<file path="src/rtl/bcd_counter_ndigit.sv">
// N-digit packed-BCD up/down counter with programmable bounds,
// validated synchronous load and a registered wrap pulse for cascading.
module bcd_counter_ndigit #(
  parameter int DIGITS = 4,
  parameter logic [4*DIGITS-1:0] RESET_VAL = '0
) (
  input  logic                clk,
  input  logic                rst_n,
  input  logic                en,
  input  logic                up,
  input  logic                load,
  input  logic [4*DIGITS-1:0] load_val,
  input  logic [4*DIGITS-1:0] bcd_min,
  input  logic [4*DIGITS-1:0] bcd_max,
  output logic [4*DIGITS-1:0] count,
  output logic                wrap,
  output logic                load_err,
  output logic                cfg_err
);

  localparam int W = 4 * DIGITS;

  logic [W-1:0] count_q;
  logic [W-1:0] count_d;
  logic         wrap_q;
  logic         wrap_d;
  logic         lerr_q;
  logic         lerr_d;

  logic [W-1:0] inc_val;
  logic [W-1:0] dec_val;
  logic         digits_ok;
  logic         load_ok;
  logic         ge_max;
  logic         le_min;
  logic         gt_max;
  logic         do_load;
  logic         do_step;

  assign cfg_err = bcd_min > bcd_max;

  always_comb begin
    digits_ok = 1'b1;
    for (int i = 0; i < DIGITS; i++) begin
      if (load_val[4*i +: 4] > 4'd9) begin
        digits_ok = 1'b0;
      end
    end
  end

  assign load_ok = digits_ok
                 && !cfg_err
                 && (load_val >= bcd_min)
                 && (load_val <= bcd_max);

  // Ripple carry; the carry out of the top digit is dropped
  // because the bound check always wins before it can matter.
  always_comb begin
    logic       c;
    logic [3:0] d;
    c       = 1'b1;
    inc_val = '0;
    for (int i = 0; i < DIGITS; i++) begin
      d = count_q[4*i +: 4];
      if (c && d == 4'd9) begin
        inc_val[4*i +: 4] = 4'd0;
        c = 1'b1;
      end else begin
        inc_val[4*i +: 4] = d + {3'b000, c};
        c = 1'b0;
      end
    end
  end

  always_comb begin
    logic       b;
    logic [3:0] d;
    b       = 1'b1;
    dec_val = '0;
    for (int i = 0; i < DIGITS; i++) begin
      d = count_q[4*i +: 4];
      if (b && d == 4'd0) begin
        dec_val[4*i +: 4] = 4'd9;
        b = 1'b1;
      end else begin
        dec_val[4*i +: 4] = d - {3'b000, b};
        b = 1'b0;
      end
    end
  end

  assign ge_max  = count_q >= bcd_max;
  assign le_min  = count_q <= bcd_min;
  assign gt_max  = count_q > bcd_max;
  assign do_load = load;
  assign do_step = !load && en && !cfg_err;

  always_comb begin
    count_d = count_q;
    wrap_d  = 1'b0;
    lerr_d  = 1'b0;
    unique case (1'b1)
      do_load: begin
        if (load_ok) begin
          count_d = load_val;
        end else begin
          lerr_d = 1'b1;
        end
      end
      do_step && up: begin
        if (ge_max) begin
          count_d = bcd_min;
          wrap_d  = 1'b1;
        end else begin
          count_d = inc_val;
        end
      end
      do_step && !up: begin
        if (le_min) begin
          count_d = bcd_max;
          wrap_d  = 1'b1;
        end else if (gt_max) begin
          count_d = bcd_max;
        end else begin
          count_d = dec_val;
        end
      end
      default: begin
        count_d = count_q;
      end
    endcase
  end

  always_ff @(posedge clk or negedge rst_n) begin
    if (!rst_n) begin
      count_q <= RESET_VAL;
      wrap_q  <= 1'b0;
      lerr_q  <= 1'b0;
    end else begin
      count_q <= count_d;
      wrap_q  <= wrap_d;
      lerr_q  <= lerr_d;
    end
  end

  assign count    = count_q;
  assign wrap     = wrap_q;
  assign load_err = lerr_q;

endmodule

</file>
<file path="config.mk">
export PLATFORM = sky130hd
export DESIGN_NAME = bcd_counter_ndigit
export DESIGN_NICKNAME = d
export VERILOG_FILES = /design/src/rtl/bcd_counter_ndigit.sv
export SDC_FILE = /design/constraint.sdc
export NUM_CORES = 1
export LEC_CHECK = 0
export BUFFER_PORTS_ARGS = -buffer_cell sky130_fd_sc_hd__buf_4
export CAP_MARGIN = 10
export CELL_PAD_IN_SITES_DETAIL_PLACEMENT = 0
export CELL_PAD_IN_SITES_GLOBAL_PLACEMENT = 2
export CORE_AREA = 2 2 116 118
export DETAILED_ROUTE_END_ITERATION = 8
export DIE_AREA = 0 0 118 120
export GPL_ROUTABILITY_DRIVEN = 1
export PLACE_DENSITY = 0.75
export SYNTH_ARGS = -nofsm -noshare
export SYNTH_HDL_FRONTEND = slang
export SYNTH_SLANG_ARGS = --single-unit
</file>
<file path="constraint.sdc">
create_clock -name clk -period 2.74 [get_ports clk]
set_input_delay 0.411 -clock clk [delete_from_list [all_inputs] [get_ports clk]]
set_output_delay 0.411 -clock clk [all_outputs]
set_load 0.02 [all_outputs]
</file>
==> results of run 1 <==
==> Yosys cell counts (6+ instances only) <==
master	count	area, sq um
ha_1	92	1151
inv_1	48	180.2
a21oi_1	45	225.2
nand2_1	44	165.2
nor2_1	26	97.59
o21ai_0	20	100.1
dfrtp_1	18	450.4
nand3_1	17	85.08
nand4_1	15	93.84
mux2i_1	10	100.1
o211ai_1	8	60.06
nor3_1	7	35.03
xnor2_1	7	61.31
a211oi_1	6	45.04
==> cell families after synthesis <==
logic type	synth area share (%)
AO/OA/AOI/OAI	22.17
XOR/XNOR	2.755
adder cells (fa/ha/maj)	30.17
buffers and inverters	7.707
flip-flops	11.81
multiplexers	5.280
AND/OR/NAND/NOR	20.11
==> what timing repair did <==
| item | 4_1_cts | 5_1_grt |
|---|---|---|
| buffers inserted | 2 | 3 |
| gates resized for setup | 14 | 13 |
| endpoints found under the setup margin | 14 | 16 |
| pin swaps | 11 | 10 |
==> routing by layer <==
metal / part of all wire, % / wire length (um) / global-route usage [%] / vias to the layer above
met1: 49 / 7285 / 30.01 / 2019
met2: 45 / 6758 / 34.34 / 96
met3: 3.9 / 585 / 1.949 / 17
met5: 0 / 0 / 0 / -
li1: - / - / - / 2136
met4: 2.5 / 379 / 6.777 / 0
==> registers in the layout (all words and copies together) (netlist names) <==
register	count
count	16
wrap	1
load_err	1
==> critical path: stages, from the launching register on <==
cell and delay [ns]:
dfrtp_1 0.41, buf_4 0.14, ha_1 0.28, nand4_1 0.17
nor2_1 0.06, a221o_1 0.33, o31a_1 0.31, and2b_4 0.23
mux2_1 0.33, a222oi_1 0.29, mux2i_1 0.11
==> layout make-up <==
type,count,area [sq um],share of cell area (%)
multi-input combinational,398,3228,57.59
timing repair buffer,182,1423,25.38
sequential,18,454.2,8.103
tap,176,220.2,3.929
inverter,51,191.4,3.415
clock buffer,4,88.84,1.585
==> cell usage in the layout, fill, tap and decap left out, types with 3 or more instances in the layout <==
cell type and count:
a211oi_1 5, a21o_1 4, a21oi_1 45, a221oi_1 4, a222oi_1 4, a22oi_1 4, and2_1 3, buf_12 3
buf_4 174, buf_6 5, clkbuf_16 3, dfrtp_1 15, dfrtp_2 3, ha_1 85, ha_4 7, inv_1 48
mux2_1 4, mux2_2 5, mux2i_1 8, nand2_1 44, nand2b_1 5, nand3_1 16, nand4_1 15, nor2_1 26
nor2b_1 4, nor3_1 7, nor4_1 3, nor4_2 3, o211ai_1 8, o21ai_0 20, o21ai_1 5, o221ai_1 4
o31ai_1 4, xnor2_1 7, xor2_1 5
==> power groups by stage <==
stage / registers, mW / clock network (mW) / logic, mW
finish: 0.446 / 0.346 / 2.26
global route: 0.455 / 0.362 / 2.49
CTS: 0.441 / 0.352 / 2.17
detailed placement: 0.432 / 0 / 2.09
global placement: 0.433 / 0 / 2.05
floorplan: 0.560 / 0 / 1.06
==> worst max-delay path by stage <==
stage / endpoint / cells after the start / from / slack (ns)
global route: count[0]$_DFFE_PN0P_ / 10 / count[10]$_DFFE_PN0P_ / -0.22
floorplan: count[14]$_DFFE_PN0P_ / 12 / count[0]$_DFFE_PN0P_ / 0.03
global placement: count[10]$_DFFE_PN0P_ / 12 / bcd_max[13] / -0.35
detailed placement: count[10]$_DFFE_PN0P_ / 12 / bcd_max[13] / -0.38
CTS: count[10]$_DFFE_PN0P_ / 10 / count[11]$_DFFE_PN0P_ / -0.03
finish: count[9]$_DFFE_PN0P_ / 10 / count[10]$_DFFE_PN0P_ / -0.05
==> per-stage QoR <==
stage	hold slack (ns)	setup WS [ns]	util, %	cell area, sq um	power [mW]
4_1_cts	0.05096	-0.02590	42.38	5502	2.959
6_report	0.03982	-0.05409	43.18	5605	3.048
3_3_place_gp	0.3173	-0.3520	40.82	5299	2.483
2_1_floorplan	0.1154	0.03129	-	3815	1.617
5_1_grt	0.05615	-0.2188	43.18	5605	3.306
3_5_place_dp	0.3292	-0.3773	40.82	5299	2.520
==> run metrics, run 1 <==
Num CTS Buffers 3; Post-Route WL 15.01 mm; RSZ-0062 raised after global routing yes; Flop pwr share 14.6%; relative slew slack 72.84%; Pint 1.640 mW; Crit Path Class reg2reg; vias per cell 5.148; Max Buffers Root-to-Sink 2; post-synthesis instance total 481; EDFF count, synth 0; Hold Vio Cnt, Final 0; power per cell area roughly 540 nW/um^2; Layout area overhead 46.93%; FF-to-FF path depth 10; # IOs 72; worst-margin pin slew roughly 0.40 ns; Net Sw Power around 1.4 mW; fill count around 1,300; detailed-route via count roughly 4,300; register bit total from synthesis 18; Clock Pin Slew Worst Setup and Hold Paths about 0.060 ns; Peak Freq 357.9 MHz; FFs w/ async S/R, synth 100.0%; Lkg Pwr between 2 and 3 nW; total gr overflow 0; CTS tree done; WL/cell between 15 and 20 um; Die Wd about 120 um; sw frac 46.18%; RR Endpoint count[9]$_DFFE_PN0P_; placed cells 820; cts hold-fix bufs 0; Root Driver clkbuf_16; hold crit path type in2async; Worst Skew between 0.001 and 0.0015 ns; Max Slew Vio Count 0; H-tree depth 1; fraction of layout cells with a size suffix above 1 34.76%; DIE AREA roughly 14,000 sq um; clk_lat worst skew between 0.2 and 0.3 ns; period utilisation layout 102.0%; die height between 100 and 150 um; yosys warns 0; post-route minimum period approximately 2.8 ns; core outline area 12,980 sq um; VDD IR-drop max ~0.00027 V; outcome finished with violations; PortBufs between 70 and 80; Post-DP HPWL between 10 and 15 mm; number of global-route vias before repair between 4,000 and 5,000; final std cells w/o fill slightly above 800; Row Count 42; Global Route Usage Sum 21.31%; Max Cap Viol 0; worst reg-to-reg setup slack -0.05 ns; syn_nets approximately 630; setup TNS -0.2640 ns; Avg Inst Size Synth 7.931 sq um; pin count of the biggest net entering global routing 19; synthesized area roughly 3800 sq um; Worst Path Max Fanout 7; worst flop-to-flop path startpoint count[10]$_DFFE_PN0P_; worst path arrival time around 2.9 ns; min setup slack post-route -0.05409 ns; CP Launch Type flop; initial antenna violation count 0; Starting Density 29.39%; endpoints failing setup 9; DR iter-0 viols between 200 and 300; register area share after synthesis approximately an eighth; antenna cells 0; routability cong. ~0.93; failing checks setup timing; CP required 2.87 ns; DRC 0; Comb power frac 74.0%; Antenna Nets Post-Route 0; global-route wire length before repair 23.57 mm; nets about 800; clock group share of total power between 10% and 20%; crit path capture type flop; Synth Flop Type dfrtp_1; Pre-Repair DR Iteration Count 4; Yosys cell types 70; # clock sinks 18
(Power assumes the default switching activity.)
==> run 2, diff against run 1 <==
--- a/config.mk
+++ b/config.mk
@@ -9,11 +9,11 @@
 export CAP_MARGIN = 10
 export CELL_PAD_IN_SITES_DETAIL_PLACEMENT = 0
 export CELL_PAD_IN_SITES_GLOBAL_PLACEMENT = 2
-export CORE_AREA = 2 2 116 118
+export CORE_AREA = 2 2 94 133
 export DETAILED_ROUTE_END_ITERATION = 8
-export DIE_AREA = 0 0 118 120
+export DIE_AREA = 0 0 96 135
 export GPL_ROUTABILITY_DRIVEN = 1
-export PLACE_DENSITY = 0.75
+export PLACE_DENSITY = 0.78
 export SYNTH_ARGS = -nofsm -noshare
 export SYNTH_HDL_FRONTEND = slang
 export SYNTH_SLANG_ARGS = --single-unit
==> constraint.sdc (replaced) <==
create_clock -name clk -period 3.2 [get_ports clk]
set_input_delay 0.48 -clock clk [delete_from_list [all_inputs] [get_ports clk]]
set_output_delay 0.48 -clock clk [all_outputs]
set_load 0.02 [all_outputs]
==> run metrics, run 2 (synthesis results as in run 1) <==
number of flip-flops in the largest register 16; commonest non-fill, non-tap cell in the layout buf_4; Comb power frac between 60 and 70%; # clock sinks 18; Pint 1.184 mW; critical path cell sequence ha_1, nand4_1, nor4_2, a21boi_1, o31a_1, and2b_4, buf_4, mux2i_1, o221ai_1, mux2_2; Num CTS Buffers 3; # IOs a little over 70; CP Launch Type flop; PortBufs 71; power per cell area 480.3 nW/um^2; crit path capture type flop; Bufs and invs on worst path 1; total gr overflow 0; Peak Freq 338.3 MHz; cts hold-fix bufs 0; origin of the worst setup path count[13]$_DFFE_PN0P_; Root Driver clkbuf_16; H-tree depth 1; CP required between 3 and 4 ns; most frequent cells in the layout buf_4, ha_1, inv_1, a21oi_1, nand2_1; placed cells about 720; Worst Path Max Fanout 11; Row Count 47; RSZ-0062 raised after global routing no; worst path arrival time between 3 and 4 ns; slowest CP cell dfrtp_1; Crit Path Class reg2reg; number of global-route vias before repair between 4,000 and 5,000; Layout area overhead 26.93%; setup TNS 0 ns; Design Power about 2.3 mW; Hold Vio Cnt, Final 0; endpoints failing setup 0; clock group share of total power between 10% and 20%; Lkg Pwr 2.403 nW; outcome finished clean; antenna cells 0; CTS tree done; Post-DP HPWL around 12 mm; Crit path largest cell delay between 0.4 and 0.5 ns; final std cells w/o fill a little over 700; global-route wire length before repair 22.50 mm; WL/cell around 20 um; Max Buffers Root-to-Sink 2; post-route minimum period 2.956 ns; initial antenna violation count 0; Max Cap Viol 0; hold crit path type in2async; DIE AREA approximately 13,000 sq um; detailed-route via count 4,025; Worst Skew around 0.0034 ns; Die Wd between 90 and 100 um; pin count of the biggest net entering global routing 34; Flop pwr share between 15 and 20%; relative slew slack about three fifths; sw frac around half; Post-Route WL between 10 and 15 mm; period utilisation layout between 90% and 100%; DRC 0; Max Slew Vio Count 0; worst flop-to-flop path startpoint count[13]$_DFFE_PN0P_; placement-stage cell area 4717 sq um; worst-margin pin slew 0.5875 ns; Pre-Repair DR Iteration Count 4; vias per cell between 5 and 6; VDD IR-drop max about 0.00023 V; DR iter-0 viols 150; die height roughly 140 um; routability cong. roughly 0.87; Antenna Nets Post-Route 0; fill count ~1,300; fin area between 4000 and 5000 sq um; Net Sw Power about 1.1 mW; Starting Density between 30% and 40%; fraction of layout cells with a size suffix above 1 ~23%; Global Route Usage Sum approximately a quarter; nets a little over 700; clk_lat worst skew around 0.27 ns; Final Util 41.38%; delay-heaviest family, CP simple AND/OR/NAND/NOR gates; Clock Pin Slew Worst Setup and Hold Paths 0.07 ns; core outline area approximately 12,000 sq um
## run 2: cell count changes in the layout (fill, tap and decap cells not counted), sizes merged
cell,change
buf,-77
## run 2: area by class of cell
cell class | instances | area [sq um] | share of cell area (%)
multi-input combinational | 398 | 3077 | 63.54
timing repair buffer | 105 | 850.8 | 17.57
sequential | 18 | 450.4 | 9.302
inverter | 51 | 191.4 | 3.953
tap | 147 | 183.9 | 3.798
clock buffer | 4 | 88.84 | 1.835
## run 2: per-stage QoR
step	setup WS (ns)	hold slack [ns]
3_5_place_dp	-0.04167	0.4067
3_3_place_gp	0.001471	0.4031
2_1_floorplan	0.4913	0.1844
5_1_grt	0.05502	0.1211
6_report	0.2439	0.1071
4_1_cts	0.08901	0.1168
## run 2: power by group through the flow
stage | sequential [mW] | combinational (mW) | clock, mW
after floorplan | 0.480 | 0.904 | 0
after detailed placement | 0.398 | 1.57 | 0
final | 0.395 | 1.61 | 0.317
after global routing | 0.406 | 1.78 | 0.330
after CTS | 0.394 | 1.58 | 0.323
after global placement | 0.396 | 1.55 | 0
## run 2: timing repair
item / CTS / global route
endpoints found under the setup margin: 0 / 3
resized for setup: 0 / 1
setup buffers: 0 / 4
## run 2: final timing paths
path | slack (ns) | to | cells after the start
worst min register to register | 0.66 | count[6]$_DFFE_PN0P_ | 1
worst max-delay path | 0.24 | count[10]$_DFFE_PN0P_ | 10
max in group asynchronous | 2.85 | count[3]$_DFFE_PN0P_ | 1
worst max register to register | 0.24 | count[10]$_DFFE_PN0P_ | 10
min in group clk | 0.48 | load_err$_DFF_PN0_ | 2
worst min-delay path | 0.11 | count[8]$_DFFE_PN0P_ | 1
## run 2: metal layers
layer  vias to the layer above  track usage, %  routed length (um)
met5                         -               0                   0
met4                         0           11.98                 749
met3                        42           2.567                 572
met2                       116           43.06                7891
met1                      1883           25.18                5439
li1                       1984               -                   -
## run 2: worst register-to-register path: cells and delay by family (launching register included)
kind / cells / cell delay [ns]
AOI/OAI and AO/OA: 3 / 0.49
adders and majority gates: 1 / 0.35
buffers and inverters: 1 / 0.22
DFF: 1 / 0.47
muxes: 2 / 0.47
and+or+nand+nor: 3 / 0.83
